$ cat src/rtl/hl_pkg.sv
`default_nettype none
// ============================================================================
// Module      : hl_pkg
// Description : Shared FSM state and command-priority encoding for the
//               half-life timer.
// Revision    : 1.0 - initial release
// ============================================================================
package hl_pkg;

    typedef enum logic [1:0] {
        IDLE    = 2'd0,
        DECAY   = 2'd1,
        EXPIRED = 2'd2
    } hl_state_t;

    localparam logic [2:0] c_cmd_none = 3'd0;
    localparam logic [2:0] c_cmd_load = 3'd1;
    localparam logic [2:0] c_cmd_up   = 3'd2;
    localparam logic [2:0] c_cmd_down = 3'd3;
    localparam logic [2:0] c_cmd_tick = 3'd4;

    // Exactly one command wins per cycle: load > up > down > decay tick.
    function automatic logic [2:0] f_pick_cmd(
        input logic load,
        input logic up,
        input logic down,
        input logic tick
    );
        logic [2:0] v_cmd;
        if (load)      v_cmd = c_cmd_load;
        else if (up)   v_cmd = c_cmd_up;
        else if (down) v_cmd = c_cmd_down;
        else if (tick) v_cmd = c_cmd_tick;
        else           v_cmd = c_cmd_none;
        return v_cmd;
    endfunction

endpackage
`default_nettype wire

$ cat src/rtl/hl_prescaler.sv
`default_nettype none
// ============================================================================
// Module      : hl_prescaler
// Description : Decay interval counter; ticks when the count reaches period.
// Revision    : 1.0 - initial release
// ============================================================================
module hl_prescaler #(
    parameter int PRE_W = 8
) (
    input  logic             clk,
    input  logic             rst,
    input  logic             clr,
    input  logic [PRE_W-1:0] period,
    output logic             tick
);

    logic [PRE_W-1:0] r_cnt;
    logic             w_hit;

    // >= keeps the interval bounded if period shrinks below the running count.
    assign w_hit = (r_cnt >= period);
    assign tick  = w_hit & ~clr;

    always_ff @(posedge clk) begin
        if (!rst) begin
            r_cnt <= '0;
        end else if (clr || w_hit) begin
            r_cnt <= '0;
        end else begin
            r_cnt <= r_cnt + PRE_W'(1);
        end
    end

endmodule
`default_nettype wire

$ cat src/rtl/halflife_timer_n.sv
`default_nettype none
// ============================================================================
// Module      : halflife_timer_n
// Description : Up/down counter with load and a periodic halving decay mode.
// Revision    : 1.0 - initial release
// ============================================================================
module halflife_timer_n
    import hl_pkg::*;
#(
    parameter int WIDTH = 8,
    parameter int PRE_W = 8,
    parameter int WRAP  = 0
) (
    input  logic             clk,
    input  logic             rst,
    input  logic             load,
    input  logic             up,
    input  logic             down,
    input  logic             decay,
    input  logic [WIDTH-1:0] in,
    input  logic [PRE_W-1:0] period,
    output logic [WIDTH-1:0] out,
    output logic             zero,
    output logic             halved,
    output logic             expired
);

    localparam logic [WIDTH-1:0] c_ones = '1;
    localparam logic [WIDTH-1:0] c_one  = WIDTH'(1);

    hl_state_t        r_state;
    hl_state_t        w_state_nxt;
    logic [WIDTH-1:0] r_out;
    logic [WIDTH-1:0] w_out_nxt;
    logic [WIDTH-1:0] w_inc;
    logic [WIDTH-1:0] w_dec;
    logic             r_zero;
    logic             r_halved;
    logic             r_expired;
    logic             w_halve;
    logic             w_clr;
    logic             w_tick;
    logic [2:0]       w_cmd;

    assign w_clr = ~decay | load | (r_state != DECAY);

    hl_prescaler #(
        .PRE_W (PRE_W)
    ) u_prescaler (
        .clk    (clk),
        .rst    (rst),
        .clr    (w_clr),
        .period (period),
        .tick   (w_tick)
    );

    generate
        if (WRAP != 0) begin : g_wrap
            assign w_inc = r_out + c_one;
            assign w_dec = r_out - c_one;
        end else begin : g_sat
            assign w_inc = (r_out == c_ones) ? r_out : r_out + c_one;
            assign w_dec = (r_out == '0)     ? r_out : r_out - c_one;
        end
    endgenerate

    always_comb begin
        w_out_nxt = r_out;
        w_halve   = 1'b0;
        w_cmd     = f_pick_cmd(load, up, down, w_tick);
        case (w_cmd)
            c_cmd_load: w_out_nxt = in;
            c_cmd_up:   w_out_nxt = w_inc;
            c_cmd_down: w_out_nxt = w_dec;
            c_cmd_tick: begin
                w_out_nxt = r_out >> 1;
                w_halve   = 1'b1;
            end
            default:    w_out_nxt = r_out;
        endcase
    end

    // Transitions look at the post-command value so a load/up/down and its
    // state change land in the same cycle.
    always_comb begin
        w_state_nxt = r_state;
        case (r_state)
            IDLE: begin
                if (decay) begin
                    w_state_nxt = (w_out_nxt != '0) ? DECAY : EXPIRED;
                end
            end
            DECAY: begin
                if (!decay) begin
                    w_state_nxt = IDLE;
                end else if (w_out_nxt == '0) begin
                    w_state_nxt = EXPIRED;
                end
            end
            EXPIRED: begin
                if (!decay) begin
                    w_state_nxt = IDLE;
                end else if (w_out_nxt != '0) begin
                    w_state_nxt = DECAY;
                end
            end
            default: w_state_nxt = IDLE;
        endcase
    end

    always_ff @(posedge clk) begin
        if (!rst) begin
            r_state   <= IDLE;
            r_out     <= '0;
            r_zero    <= 1'b1;
            r_halved  <= 1'b0;
            r_expired <= 1'b0;
        end else begin
            r_state   <= w_state_nxt;
            r_out     <= w_out_nxt;
            r_zero    <= (w_out_nxt == '0);
            r_halved  <= w_halve;
            r_expired <= (w_state_nxt == EXPIRED);
        end
    end

    assign out     = r_out;
    assign zero    = r_zero;
    assign halved  = r_halved;
    assign expired = r_expired;

endmodule
`default_nettype wire

$ cat config.mk
export PLATFORM = sky130hd
export DESIGN_NAME = halflife_timer_n
export DESIGN_NICKNAME = d
export VERILOG_FILES = /design/src/rtl/hl_pkg.sv /design/src/rtl/hl_prescaler.sv /design/src/rtl/halflife_timer_n.sv
export SDC_FILE = /design/constraint.sdc
export NUM_CORES = 1
export LEC_CHECK = 0
export ABC_AREA = 1
export CAP_MARGIN = 20
export CORE_ASPECT_RATIO = 1.2
export CORE_MARGIN = 10
export CORE_UTILIZATION = 35
export DETAILED_ROUTE_END_ITERATION = 8
export GPL_ROUTABILITY_DRIVEN = 0
export MAX_ROUTING_LAYER = met4
export PLACE_DENSITY_LB_ADDON = 0.1
export SLEW_MARGIN = 40
export SYNTH_ARGS = -nofsm -noshare
export SYNTH_HDL_FRONTEND = slang
export SYNTH_SLANG_ARGS = --single-unit
$ cat constraint.sdc
create_clock -name clk -period 1.8 [get_ports clk]
set_input_delay 0.27 -clock clk [delete_from_list [all_inputs] [get_ports clk]]
set_output_delay 0.27 -clock clk [all_outputs]
set_load 0.05 [all_outputs]
==> summary.md <==
| Metric | Value |
|---|---|
| Violated checks | setup timing |
| Area growth, synth to finish | 51.84% |
| Cts hold-fix bufs | 0 |
| Critical path capture point type | flop |
| Global-route wire length before repair | 8293 um |
| CTS Sinks | 21 |
| CTS tree | done |
| Worst-path clk slew | 80 ps |
| Share of the synthesized area in the top cell type | 0.2528 |
| Synth top area cells | dfxtp_1, nand2_1, nand3_1 |
| Area of the multi-input gates | 1257 um^2 |
| DR iter-0 viols | 38 |
| Vias in the first global route | 1869 |
| Setup ws final | -99.40 ps |
| Core area | 4594 um^2 |
| Avg Inst Size Synth | 6.299 um^2 |
| Max FO, Critical Path | 5 |
| GRT overflow | 0 |
| Filler cells | 499 |
| Syn Nets | 298 |
| Reg area | 440.4 um^2 |
| Via count | 1860 |
| Avg WL per Cell | 12.28 um |
| Period minus WS final | 1899 ps |
| Ports | 33 |
| Via density per instance | 4.721 |
| Post-Place Worst Slack | -617.5 ps |
| Setup violators final | 4 |
| Power per Cell Area | 506.3 nW/um^2 |
| Largest net degree at the start of global routing | 13 |
| Hold Vio Cnt, Final | 0 |
| P_leak | 0.001178 uW |
| Status | complete, but fails checks |
| Slew headroom | 0.6613 |
| Die area | 7919 um^2 |
| Die width | 82.92 um |
| Routed wire length | 4838 um |
| Worst Tran Pin Value | 506.5 ps |
| Crit path DAT | 2100 ps |
| Die Span Y | 95.51 um |
| Standard-cell rows | 27 |
| H-tree Lvls | 1 |
| Max cap viols | 0 |
| Diode count | 0 |
| Clock skew | 2.685 ps |
| DRT Pass-1 Iters | 4 |
| RSZ-0062 raised after global routing | true |
| Largest area contributor in the netlist | dfxtp_1 |
| Post-Syn Instances | 264 |
| HPWL after DPL | 3854 um |
| TritonCTS buffer count | 3 |
| Synth Warn # | 0 |
| Distinct cells, synth | 29 |
| Final Max Tran Viols | 0 |
| CTS max path bufs | 2 |
| Clock latency on the worst-skew pair | 260 ps |
| Seq/Total Area, Yosys | 0.2528 |
| Worst hold-check path type | flop to flop |
| Final Util | 0.5496 |
| Synthesized area | 1663 um^2 |
| Max IR drop VDD | 0.2535 mV |
| Fmax | 526.5 MHz |
| Startpoint types | flop |
| Worst path required time | 2000 ps |
| Final nets | 371 |
| GRT Overall Usage | 0.1266 |
| Routed Antenna Nets | 0 |
| CP Class | flop to flop |
| Starting Density | 0.3619 |
| PortBufs | 32 |
| Drt drc | 0 |
| Root Driver | clkbuf_8 |
| Final TNS setup | -290.3 ps |
| #FFs+latches synth | 21 |
| Initial antenna violation count | 0 |
| Share of layout cells above drive strength 1 | 0.3601 |
| Fin crit share | 1.055 |
==> cell families after synthesis <==
| group | synth area share |
|---|---|
| xor gates and xnor gates | 0.03161 |
| adders and majority gates | 0.09029 |
| and+or+nand+nor | 0.4838 |
| DFF | 0.2528 |
| AOI/OAI and AO/OA | 0.04967 |
| buffers and inverters | 0.09180 |
==> final timing paths <==
check / from / to / slack, ps / cells after the start
hold / removal: r_state[0] / r_state[1] / 580 / 3
hold reg to reg: r_state[0] / r_state[1] / 580 / 3
setup / recovery: u_prescaler.r_cnt[5] / r_state[1] / -100 / 12
setup reg to reg: u_prescaler.r_cnt[5] / r_state[1] / -100 / 12
==> synth_stat cells, drive strengths merged <==
cell,number
nand2,72
nor2,54
nand3,37
inv,33
dfxtp,21
ha,12
a21oi,5
nor3,4
o21ai,4
nand4,3
xnor2,3
xor2,3
a21boi,2
buf,2
clkinv,2
nand3b,2
nor3b,2
a22oi,1
o211ai,1
o21a,1
==> cell usage in the layout (no fill, tap or decap), types with 8 or more instances in the layout <==
| cell | n |
|---|---|
| nand2_1 | 58 |
| buf_4 | 44 |
| nor2_1 | 35 |
| nand3_1 | 34 |
| inv_1 | 20 |
| clkdlybuf4s50_1 | 16 |
| nor2_2 | 14 |
| inv_2 | 12 |
| nand2_2 | 12 |
| dfxtp_2 | 10 |
| dfxtp_1 | 9 |
| dlygate4sd2_1 | 8 |
==> what timing repair did <==
item	CTS	global route
endpoints found under the hold margin	0	0
buffers inserted	2	3
gates resized for setup	34	16
endpoints found under the setup margin	20	16
pin swaps	26	21
gates cloned	1	0
==> critical path, stage by stage (launching register included) <==
cell and delay (ps):
dfxtp_1 390, ha_4 230, a21oi_2 110, o21a_1 230
nand2_4 100, buf_6 120, nand3_2 50, nand3b_1 90
nor2_2 120, nand2_1 80, nor2_2 130, nand2_2 80
nor2_1 90
==> stage by stage <==
step,instance area [um^2],hold slack [ps],cells,power [uW]
after floorplan,1678,339.0,264,773.6
after global placement,2290,507.4,386,955.3
after detailed placement,2290,508.5,386,955.1
after CTS,2457,514.9,392,1284
after global routing,2525,599.7,394,1356
final,2525,577.7,394,1278
==> report_power, final <==
| group | switching [uW] | leakage [uW] | internal [uW] |
|---|---|---|---|
| sequential | 32.1 | 0.000177 | 484 |
| combinational | 257 | 0.000976 | 195 |
| clock | 156 | 0.0000255 | 154 |
==> state kept, by name, summed over array words and instances, names as in the netlist <==
name               count
zero                   1
u_prescaler.r_cnt      8
out                    8
halved                 1
r_state                2
expired                1
==> layout make-up <==
class	instances	share of cell area
clock inverter	1	0.001982
multi-input combinational	207	0.4980
tap	58	0.02874
sequential	21	0.1744
timing repair buffer	69	0.2265
inverter	35	0.05401
clock buffer	3	0.01635
==> metal layers <==
metal / up-vias / share of wire / global-route usage
li1: 986 / - / -
met1: 839 / 0.44 / 0.1358
met2: 33 / 0.52 / 0.2390
met3: 2 / 0.024 / 0.01109
met4: 0 / 0.0085 / 0.04403
met5: - / 0 / -
(Power assumes the default switching activity.)
